$ cat src/rtl/inst_mem_loader_if.sv
// inst_mem_loader_if: UART byte input and instruction-memory debug write bus of the loader
interface inst_mem_loader_if;
  logic        in_start;
  logic [7:0]  in_rx_data;
  logic        in_rx_done;
  logic [31:0] out_ins_to_mem;
  logic        out_wea_ram_inst;
  logic [31:0] out_addr_debug;
  logic        out_debug_flag;
  logic        out_load_done;
  logic        out_overflow;
  logic [31:0] out_word_count;
  logic [31:0] out_checksum;
  modport master (
    output in_start, in_rx_data, in_rx_done,
    input  out_ins_to_mem, out_wea_ram_inst, out_addr_debug, out_debug_flag,
    input  out_load_done, out_overflow, out_word_count, out_checksum
  );
  modport slave (
    input  in_start, in_rx_data, in_rx_done,
    output out_ins_to_mem, out_wea_ram_inst, out_addr_debug, out_debug_flag,
    output out_load_done, out_overflow, out_word_count, out_checksum
  );
endinterface

$ cat src/rtl/inst_mem_loader.sv
// inst_mem_loader: assembles UART bytes into words and writes them to instruction memory; LOADER_CHECKSUM_EN adds an XOR checksum of written words
module inst_mem_loader #(
  parameter int          MEM_DEPTH = 2048,
  parameter logic [31:0] HALT_WORD = 32'hFFFFFFFF
) (
  input logic            clk,
  input logic            reset,
  inst_mem_loader_if.slave bus
);
  typedef enum logic [1:0] {IDLE, RECV, DONE} state_t;
  localparam logic [31:0] LAST_ADDR = 32'(MEM_DEPTH - 1);
  state_t      state_q, state_d;
  logic [1:0]  byte_cnt_q, byte_cnt_d;
  logic [23:0] word_q, word_d;
  logic [31:0] ins_q, ins_d;
  logic        wea_q, wea_d;
  logic [31:0] addr_q, addr_d;
  logic [31:0] count_q, count_d;
  logic        ovf_q, ovf_d;
  logic        clear;
  assign clear = state_q == IDLE || (state_q == DONE && bus.in_start);
  // next state: byte assembly, one-cycle write pulse, and address/count advance as the pulse falls
  always_comb begin
    state_d    = state_q;
    byte_cnt_d = byte_cnt_q;
    word_d     = word_q;
    ins_d      = ins_q;
    wea_d      = 1'b0;
    addr_d     = addr_q;
    count_d    = count_q;
    ovf_d      = ovf_q;
    if (state_q != RECV) begin
      if (clear) begin
        addr_d     = '0;
        byte_cnt_d = '0;
        count_d    = '0;
        ovf_d      = 1'b0;
      end
      state_d = bus.in_start ? RECV : state_q;
    end else begin
      if (bus.in_rx_done) begin
        word_d     = {word_q[15:0], bus.in_rx_data};
        byte_cnt_d = byte_cnt_q + 2'd1;
        if (byte_cnt_q == 2'd3) begin
          ins_d = {word_q, bus.in_rx_data};
          wea_d = 1'b1;
        end
      end
      if (wea_q) begin
        addr_d  = addr_q + 32'd1;
        count_d = count_q + 32'd1;
        if (ins_q == HALT_WORD || addr_q == LAST_ADDR) begin
          state_d = DONE;
          ovf_d   = ins_q != HALT_WORD;
        end
      end
    end
  end
  // state registers; reset drops partial bytes and any pending write
  always_ff @(posedge clk or posedge reset) begin
    if (reset) begin
      state_q    <= IDLE;
      byte_cnt_q <= '0;
      word_q     <= '0;
      ins_q      <= '0;
      wea_q      <= 1'b0;
      addr_q     <= '0;
      count_q    <= '0;
      ovf_q      <= 1'b0;
    end else begin
      state_q    <= state_d;
      byte_cnt_q <= byte_cnt_d;
      word_q     <= word_d;
      ins_q      <= ins_d;
      wea_q      <= wea_d;
      addr_q     <= addr_d;
      count_q    <= count_d;
      ovf_q      <= ovf_d;
    end
  end
`ifdef LOADER_CHECKSUM_EN
  logic [31:0] csum_q, csum_d;
  // checksum folds in each word as its write completes
  always_comb begin
    csum_d = clear ? '0 : (state_q == RECV && wea_q) ? csum_q ^ ins_q : csum_q;
  end
  // checksum register
  always_ff @(posedge clk or posedge reset) begin
    if (reset) csum_q <= '0;
    else csum_q <= csum_d;
  end
  assign bus.out_checksum = csum_q;
`else
  assign bus.out_checksum = '0;
`endif
  assign bus.out_ins_to_mem   = ins_q;
  assign bus.out_wea_ram_inst = wea_q;
  assign bus.out_addr_debug   = addr_q;
  assign bus.out_debug_flag   = state_q == RECV;
  assign bus.out_load_done    = state_q == DONE;
  assign bus.out_overflow     = ovf_q;
  assign bus.out_word_count   = count_q;
endmodule

$ cat src/flat_wrapper.sv
// flat-port wrapper written by rule: the top's interface ports become plain ports
module inst_mem_loader_flat 
#(
  parameter int          MEM_DEPTH = 2048,
  parameter logic [31:0] HALT_WORD = 32'hFFFFFFFF
)
  (clk, reset, bus_in_start, bus_in_rx_data, bus_in_rx_done, bus_out_ins_to_mem, bus_out_wea_ram_inst, bus_out_addr_debug, bus_out_debug_flag, bus_out_load_done, bus_out_overflow, bus_out_word_count, bus_out_checksum);
  inst_mem_loader_if bus_i ();
  input logic clk;
  input logic reset;
  input wire logic [$bits(bus_i.in_start)-1:0] bus_in_start;
  input wire logic [$bits(bus_i.in_rx_data)-1:0] bus_in_rx_data;
  input wire logic [$bits(bus_i.in_rx_done)-1:0] bus_in_rx_done;
  output wire logic [$bits(bus_i.out_ins_to_mem)-1:0] bus_out_ins_to_mem;
  output wire logic [$bits(bus_i.out_wea_ram_inst)-1:0] bus_out_wea_ram_inst;
  output wire logic [$bits(bus_i.out_addr_debug)-1:0] bus_out_addr_debug;
  output wire logic [$bits(bus_i.out_debug_flag)-1:0] bus_out_debug_flag;
  output wire logic [$bits(bus_i.out_load_done)-1:0] bus_out_load_done;
  output wire logic [$bits(bus_i.out_overflow)-1:0] bus_out_overflow;
  output wire logic [$bits(bus_i.out_word_count)-1:0] bus_out_word_count;
  output wire logic [$bits(bus_i.out_checksum)-1:0] bus_out_checksum;
  assign bus_i.in_start = bus_in_start;
  assign bus_i.in_rx_data = bus_in_rx_data;
  assign bus_i.in_rx_done = bus_in_rx_done;
  assign bus_out_ins_to_mem = bus_i.out_ins_to_mem;
  assign bus_out_wea_ram_inst = bus_i.out_wea_ram_inst;
  assign bus_out_addr_debug = bus_i.out_addr_debug;
  assign bus_out_debug_flag = bus_i.out_debug_flag;
  assign bus_out_load_done = bus_i.out_load_done;
  assign bus_out_overflow = bus_i.out_overflow;
  assign bus_out_word_count = bus_i.out_word_count;
  assign bus_out_checksum = bus_i.out_checksum;
  inst_mem_loader #(.MEM_DEPTH(MEM_DEPTH), .HALT_WORD(HALT_WORD)) u_core (.clk(clk), .reset(reset), .bus(bus_i));
endmodule
$ cat config.mk
export PLATFORM = sky130hd
export DESIGN_NAME = inst_mem_loader_flat
export DESIGN_NICKNAME = d
export VERILOG_FILES = /design/src/rtl/inst_mem_loader_if.sv /design/src/rtl/inst_mem_loader.sv /design/src/flat_wrapper.sv
export SDC_FILE = /design/constraint.sdc
export NUM_CORES = 1
export LEC_CHECK = 0
export ABC_CLOCK_PERIOD_IN_PS = 5300
export CORE_MARGIN = 4
export CORE_UTILIZATION = 35
export DETAILED_ROUTE_END_ITERATION = 8
export GPL_TIMING_DRIVEN = 0
export HOLD_SLACK_MARGIN = 0.05
export PLACE_DENSITY = 0.56
export SLEW_MARGIN = 30
export SYNTH_ARGS = -nofsm -noshare
export SYNTH_HDL_FRONTEND = slang
export SYNTH_SLANG_ARGS = --single-unit
$ cat constraint.sdc
create_clock -name clk -period 5.3 [get_ports clk]
set_clock_uncertainty 0.1 [all_clocks]
set_input_delay 1.06 -clock clk [delete_from_list [all_inputs] [get_ports clk]]
set_output_delay 1.06 -clock clk [all_outputs]
set_load 0.1 [all_outputs]
* After elaboration in Yosys (flattened, before gate mapping)
Index checks and enable logic that the tools add are counted.
** Operators by class
- Add/subtract/negate cells :: 3
- Multiply operators :: 0
- Div/mod/pow operators :: 0
- Magnitude comparators :: 0
- Equality and inequality tests :: 9
- Shifts and indexed selects :: 0
- Multiplexer cells :: 19
- Bitwise logic cells :: 1
- Reductions and logical operators :: 13
** Operator list (count)
- 2-to-1 mux 32 bit :: 5
- adder 32 x 1 -> 32 bit (second input constant) :: 2
- equality test 32 x 11 -> 1 bit (second input constant) :: 1
- equality test 32 bit (second input constant) :: 1
- inequality test 32 bit (second input constant) :: 1
- 2-to-1 mux 2 bit :: 7
- AND reduction 3 bit :: 3
- 2-to-1 mux 1 bit :: 7
- AND reduction 2 bit :: 3
- nonzero test 2 bit :: 3
- equality test 2 bit (second input constant) :: 2
- inequality test 2 x 1 -> 1 bit (second input constant) :: 2
- adder 2 x 1 -> 2 bit (second input constant) :: 1
- equality test 2 x 1 -> 1 bit (second input constant) :: 1
- logical NOT 2 bit :: 1
- logical OR 1 bit :: 2
- inequality test 2 bit (second input constant) :: 1
- logical AND 1 bit :: 1
- inverter 1 bit :: 1
** Storage, ports and cells
- Register bits :: 126
- Latch bits :: 0
- Bits in writable memories :: 0
- Bits in read-only memories :: 0
- Bits of input ports :: 12
- Output and inout bits :: 132
- Word-level logic and storage cells :: 53
- Memories :: 0

* Logic depth before layout (Yosys ltp)
Gate-level depths: netlist of run 1.
- Depth in word-level cells :: 5
- Depth in mapped cells :: 6
- Gate-level depth less buffers :: 5

* Worst setup path after synthesis of run 1
OpenSTA, ideal clock, no wires.
- Path type :: flip-flop to output port
- Start point :: register u_core.state_q[0]
- End point :: output port bus_out_load_done
- Arrival :: 1.739 ns
- Data required time :: 4.140 ns
- Path slack :: 2.401 ns
- Stages on the path, launching flop included :: 2
- Path buffers :: 0
- Path through :: dfrtp_1 > nor2b_1
** Between the ends
- Longest elaborated chain between the ends :: 1
** Ends and longest elaborated chain
- start, declared :: RTL line inst_mem_loader.sv:12 : state_t state_q, state_d;
- start signal, assigned :: RTL line inst_mem_loader.sv:71 : state_q <= state_d;
- equality test 2 bit :: RTL line inst_mem_loader.sv:100 : assign bus.out_load_done = state_q == DONE;
- end, declared :: RTL line flat_wrapper.sv:18 : output wire logic [$bits(bus_i.out_load_done)-1:0] bus_out_load_done;
Every way passes these cells.

* Worst setup path after layout of run 1
- Start point :: register u_core.state_q[0]
- End point :: output port bus_out_debug_flag
** Between the ends
- Longest elaborated chain between the ends :: 1
** Ends and longest elaborated chain
- equality test 2 x 1 -> 1 bit :: RTL line inst_mem_loader.sv:99 : assign bus.out_debug_flag = state_q == RECV;
- end, declared :: RTL line flat_wrapper.sv:17 : output wire logic [$bits(bus_i.out_debug_flag)-1:0] bus_out_debug_flag;
Every way passes these cells.

==> out/metrics.yaml, run 1 <==
cts:
  cts_hold_buffers: 0
  cts-buffers-inserted: 17
  clock_latency_ns: 0.41
  cts_setup_buffers: 0
  root_buffer: "clkbuf_16"
  clkTransAtPathRegs_ns: 0.06
  clock_path_buffers: 2
  cts_tree: "built"
  ctsResizeCount: 0
  clock-sinks: 126
  cts.htree.levels: 4
finish:
  n_fill_cell: 1557
  antenna_cells: 0
  post-route-cell-area_sq_um: 8034
  final_cells: 945
  final_nets: 727
  drive_gt1_share_pct: 17.79
  area_growth_pct: 35.98
grt:
  antenna_found_initial: 0
  grt_max_degree: 92
  grt_pass1_vias: 4556
  grt_pass1_wl_mm: 23.78
  track_usage_pct: 16.09
  grt-ovfl-total: 0
min_path:
  min_path_type: "flop to flop"
timing:
  tightest_slew_ns: 1.010
  finalSetupViolations: 0
  whs_ns: 0.4046
  layout_setup_ws_ns: 1.627
  period_needed_ns: 3.673
  hold_viol: 0
  fin_crit_sh_pct: 69.31
  drv_slew: 0
  max_freq_ghz: 0.2722
  rsz0062_at_grt: "no"
  maxSlewHeadroom_pct: 32.43
  setup_tns_ns: 0
synthesis:
  yosys.area_share.adder_pct: 0.6353
  synth_compound_area_share_pct: 4.405
  ys.flop_type: "dfrtp_1"
  synth_cells: 550
  async_flop_share_pct: 100.0
  synth_top_family_by_area: "simple AND/OR/NAND/NOR gates"
  yosysWarnings: 0
  synth_cell_types: 38
  yosys.area_share.xor_xnor_pct: 6.078
  synth_edf_count: 0
  seq_area_frac_synth_pct: 53.37
  yosys.area_share.simple_pct: 18.55
  synth-seq-cells: 126
  synthMuxAreaShare_pct: 10.67
  syn_area_per_cell_sq_um: 10.74
  netlist_area_sq_um: 5908
floorplan:
  core_sq_um: 16580
  chipWidth_microns: 137.9
  die_y_microns: 137.9
  die-area_sq_um: 19020
  ios: 144
  initial_core_util_pct: 35.63
  rows: 47
worst_setup_path:
  crit_type: "flop to output pin"
  max_stage_delay_ns: 1.22
  cp_max_fo: 9
  crit_chain: "nor2b_1 -> clkbuf_1 -> clkdlybuf4s50_1"
  cp-start-kind: "flop"
  cp_slowest_cell: "clkdlybuf4s50_1"
  crit_arrival_ns: 2.51
  cp_top_family: "buffers and inverters"
  path_buf_inv: 2
  required_ns: 4.14
  cp-end-kind: "output pin"
placement:
  dp_hpwl_mm: 10.85
  place_worst_setup_slack_ns: 1.779
  place.gp.congestion: 0.8018
  dpl_cell_area_sq_um: 7446
  io_buffers: 111
  dp_cells: 913
drt:
  initialDrtViolationCount: 182
  drc: 0
  wl_per_cell_microns: 15.71
  finalWirelength_mm: 14.85
  postRouteAntennaNets: 0
  first_pass_iters: 4
  vias: 4644
  via_per_inst: 4.914
pwr:
  irDropWorstVdd_mv: 0.6621
  power.density_nw_per_um2: 552.3
  p_leak_uw: 0.003430
flow_run:
  drv_cap: 0
run_status:
  status: "complete, no violations"
-- cells in the final DEF, fill, tap and decap left out, types with 3 or more instances in the layout --
cell / count
or3_1: 13
nor2b_1: 3
o21ai_0: 19
and3_1: 12
mux2_2: 56
and4_1: 4
conb_1: 32
dfrtp_1: 126
nor2_1: 54
clkinv_4: 6
nand4_1: 24
clkdlybuf4s50_1: 109
a21oi_1: 16
nand3_1: 22
buf_4: 32
nor3_1: 8
clkbuf_16: 17
nand2_1: 35
nor4_1: 20
and2_1: 6
or4_1: 4
xor2_1: 15
clkbuf_1: 22
xnor2_1: 26
inv_1: 10
ha_1: 3
-- final timing paths --
check / cells past startpoint / slack, ns / endpoint / startpoint
setup / recovery: 3 / 1.63 / bus_out_debug_flag / u_core.state_q[0]
hold / removal: 1 / 0.40 / u_core.word_q[22] / u_core.word_q[22]
setup reg to reg: 5 / 2.82 / u_core.bus.out_word_count[31] / u_core.bus.out_wea_ram_inst
hold reg to reg: 1 / 0.40 / u_core.word_q[22] / u_core.word_q[22]
max in group asynchronous: 3 / 3.45 / u_core.bus.out_word_count[24] / reset
min in group asynchronous: 2 / 0.92 / u_core.bus.out_ins_to_mem[30] / reset
-- logic make-up (layout without fill, tap and decap cells) --
logic type      count (synthesis)  count (layout)
mux                            56              56
fa+ha+maj                       3               3
other cells                     1              32
simple gates                  212             212
xor+xnor                       41              41
flops                         126             126
compound gates                 45              45
buf+inv                        66             210
-- per-stage QoR --
stage	utilization [%]	power [uW]
4_1_cts	48.51	4487
2_1_floorplan	-	2835
3_3_place_gp	44.69	3285
6_report	48.45	4437
3_5_place_dp	44.90	3300
5_1_grt	48.45	4599
-- layer usage --
| metal | wire length (microns) | global-route usage (%) | part of all wire [%] |
|---|---|---|---|
| met3 | 918 | 4.100 | 6.2 |
| met4 | 180 | 4.995 | 1.2 |
| met1 | 6596 | 21.18 | 44 |
| met5 | 0 | 0 | 0 |
| met2 | 7150 | 26.19 | 48 |
-- synthesized netlist by cell type, types with 12 or more instances --
master	number	area, sq um
a21oi_1	16	80.08
mux2_2	56	630.6
xnor2_1	26	227.7
and3_1	12	75.07
nand4_1	24	150.1
o21ai_0	19	95.09
buf_4	32	240.2
xor2_1	15	131.4
nand2_1	35	131.4
nor2_1	54	202.7
clkbuf_1	22	82.58
or3_1	13	81.33
nand3_1	22	110.1
dfrtp_1	126	3153
nor4_1	20	125.1
-- state kept, by name (all words and copies together), names as in the netlist --
signal and flops:
u_core.byte_cnt_q 2, u_core.bus.out_word_count 32, u_core.word_q 24, u_core.state_q 2, u_core.bus.out_wea_ram_inst 1, u_core.bus.out_overflow 1
u_core.bus.out_ins_to_mem 32, u_core.bus.out_addr_debug 32
-- power breakdown --
group	switching [uW]	internal [uW]	total, uW	leakage [uW]
Clock	447	712	1160	0.000293
Sequential	179	1160	1330	0.00162
Combinational	1500	441	1940	0.00152
-- worst reg2reg max path, delay by kind of cell (launching register included) --
kind / cells / cell delay, ns
AO/OA/AOI/OAI: 2 / 0.52
AND/OR/NAND/NOR: 3 / 1.40
flip-flops: 1 / 0.38
-- final cells by class --
class / instances / area, sq um / area share (%)
Buffer: 54 / 322.8 / 4.018
Timing Repair Buffer: 112 / 1129 / 14.05
Multi-Input combinational cell: 389 / 2504 / 31.16
Sequential cell: 126 / 3153 / 39.25
Tap cell: 220 / 275.3 / 3.426
Clock buffer: 18 / 439.2 / 5.466
Clock inverter: 14 / 158.9 / 1.978
Inverter: 12 / 52.55 / 0.6541
Power figures use the tool's default switching activity.
==> run 2: changes to the inputs <==
Settings changed: ABC_CLOCK_PERIOD_IN_PS 5300 to 3700.
Clock period 5.3 ns to 3.7 ns, I/O delays scaled along.
==> run 2 against run 1 <==
Final area increased by 1.8%. Core utilization increased by 0.85 points. Register-to-register slack got worse by 1.5 ns. Sequential power increased by 44%. Combinational power increased by 44%. Global-route usage increased by 0.28 points. Via count decreased by 0.32%. Count of clock-buffer cells in the layout increased by 1. Critical path depth unchanged. Worst hold slack improved by 0.0022 ns. Flip-flop and latch count unchanged. Sequential share of layout area decreased by 0.68 points.
==> out/metrics.yaml, run 2 (same netlist as run 1, synthesis figures left out) <==
drt:
  postRouteAntennaNets: 0  # unchanged
  via_per_inst: 4.878  # -0.74%
  drc: 0  # unchanged
  vias: 4629  # -0.32%
  finalWirelength_mm: 14.82  # -0.20%
  first_pass_iters: 4  # unchanged
  initialDrtViolationCount: 150  # -18%
  wl_per_cell_microns: 15.61  # -0.62%
timing:
  whs_ns: 0.4067  # +0.002166 ns
  maxSlewHeadroom_pct: 31.30  # -1.1 points
  period_needed_ns: 3.360
  tightest_slew_ns: 1.027  # +0.01683 ns
  finalSetupViolations: 0  # unchanged
  fin_crit_sh_pct: 90.81
  hold_viol: 0  # unchanged
  max_freq_ghz: 0.2976
  rsz0062_at_grt: "no"
  drv_slew: 0  # unchanged
  setup_tns_ns: 0  # unchanged
floorplan:
  core_sq_um: 16580  # unchanged
  rows: 47  # unchanged
  die-area_sq_um: 19020  # unchanged
  chipWidth_microns: 137.9  # unchanged
  initial_core_util_pct: 35.63  # unchanged
  die_y_microns: 137.9  # unchanged
  ios: 144  # unchanged
grt:
  antenna_found_initial: 0  # unchanged
  grt_pass1_wl_mm: 24.42  # +2.7%
  grt_pass1_vias: 4759  # +4.5%
  track_usage_pct: 16.37  # +0.28 points
  grt-ovfl-total: 0  # unchanged
  grt_max_degree: 28  # -70%
placement:
  place.gp.congestion: 0.8061  # +0.54%
  io_buffers: 111  # unchanged
  dp_cells: 917  # +0.44%
  dp_hpwl_mm: 11.09  # +2.3%
worst_setup_path:
  path_buf_inv: 2  # unchanged
  crit_chain: "nor2b_1 -> clkbuf_1 -> clkdlybuf4s50_1"
  r2r_end: "u_core.bus.out_word_count[31]"
  path_depth: 3  # unchanged
  cp-end-kind: "output pin"
  cp-start-kind: "flop"
  ff2ff_setup_slack_ns: 1.29  # -1.53 ns
  r2r-start: "u_core.state_q[1]"
  crit_start: "u_core.state_q[0]"
  cp_top_family: "buffers and inverters"
  cp_max_fo: 9  # unchanged
  crit_type: "flop to output pin"
  r2r_cells: 5  # unchanged
  cp_slowest_cell: "clkdlybuf4s50_1"
  crit_arrival_ns: 2.52  # about the same
  crit_end: "bus_out_debug_flag"
  max_stage_delay_ns: 1.23  # about the same
  required_ns: 2.86  # -1.28 ns
finish:
  final_nets: 731  # +0.55%
  mostFrequentLayoutCells: "dfrtp_1, clkdlybuf4s50_1, mux2_2, nor2_1, nand2_1"
  final_cells: 949  # +0.42%
  drive_gt1_share_pct: 17.83  # +0.040 points
  final_common_cell: "dfrtp_1"
  area_growth_pct: 38.37
  antenna_cells: 0  # unchanged
cts:
  cts_hold_buffers: 0  # unchanged
  clock_latency_ns: 0.41  # about the same
  root_buffer: "clkbuf_16"
  cts_setup_buffers: 0  # unchanged
  ctsResizeCount: 0  # unchanged
  clock-sinks: 126  # unchanged
  cts_tree: "built"
  clock_path_buffers: 2  # unchanged
  cts.htree.levels: 4  # unchanged
  clkTransAtPathRegs_ns: 0.06  # about the same
  cts-buffers-inserted: 17  # unchanged
pwr:
  irDropWorstVdd_mv: 1.060  # +60%
  p_leak_uw: 0.003483  # +1.6%
  power.density_nw_per_um2: 800.5  # +45%
run_status:
  status: "complete, no violations"
min_path:
  min_path_type: "flop to flop"
flow_run:
  drv_cap: 0  # unchanged
run 2: cell types whose count changed in the layout (fill, tap and decap cells not counted), moves of 2 or more:
cell        before  now
clkinv_4         6    1
buf_16           1    3
clkbuf_1        22   24
inv_8            2    0
clkinvlp_4       1    3
bufinv_16        2    5
buf_12           0    2
run 2: worst min-delay path by stage:
stage,startpoint,endpoint,slack (ns),cells past startpoint
after floorplan,u_core.byte_cnt_q[0],u_core.byte_cnt_q[0],0.37,1
after global placement,u_core.word_q[19],u_core.bus.out_ins_to_mem[27],0.38,1
after detailed placement,u_core.word_q[18],u_core.bus.out_ins_to_mem[26],0.40,1
after CTS,u_core.word_q[18],u_core.bus.out_ins_to_mem[26],0.41,1
after global routing,u_core.word_q[16],u_core.word_q[16],0.42,1
final,u_core.word_q[20],u_core.bus.out_ins_to_mem[28],0.41,1
run 2: through the flow:
stage	area (sq um)	setup WS (ns)	total power, uW	utilization, %
finish	8175	0.3399	6545	49.30
global route	8175	0.2255	6781	49.30
CTS	8175	0.2899	6602	49.30
detailed placement	7532	0.5303	4740	45.42
global placement	7415	0.1271	4709	44.71
floorplan	6028	0.8391	4061	-
run 2: cell type report:
type	count	area, sq um
clock buffers	19	432.9
fillers	1514	8408
multi-input cells	389	2504
plain buffers	54	322.8
well taps	220	275.3
inverters	12	48.80
flip-flops and latches	126	3153
repair buffers	116	1229
clock inverters	13	210.2
run 2: per-layer routing:
metal	vias up	track usage, %	wire length, microns
met1	2275	21.63	6642
met5	-	0	0
met4	0	5.488	236
li1	2210	-	-
met2	126	26.49	7014
met3	18	4.028	923
run 2: power breakdown:
group / internal, uW / total (uW) / switching [uW]
clock network: 1200 / 1830 / 632
registers: 1660 / 1920 / 260
logic: 646 / 2800 / 2150
total: 3500 / 6540 / 3040
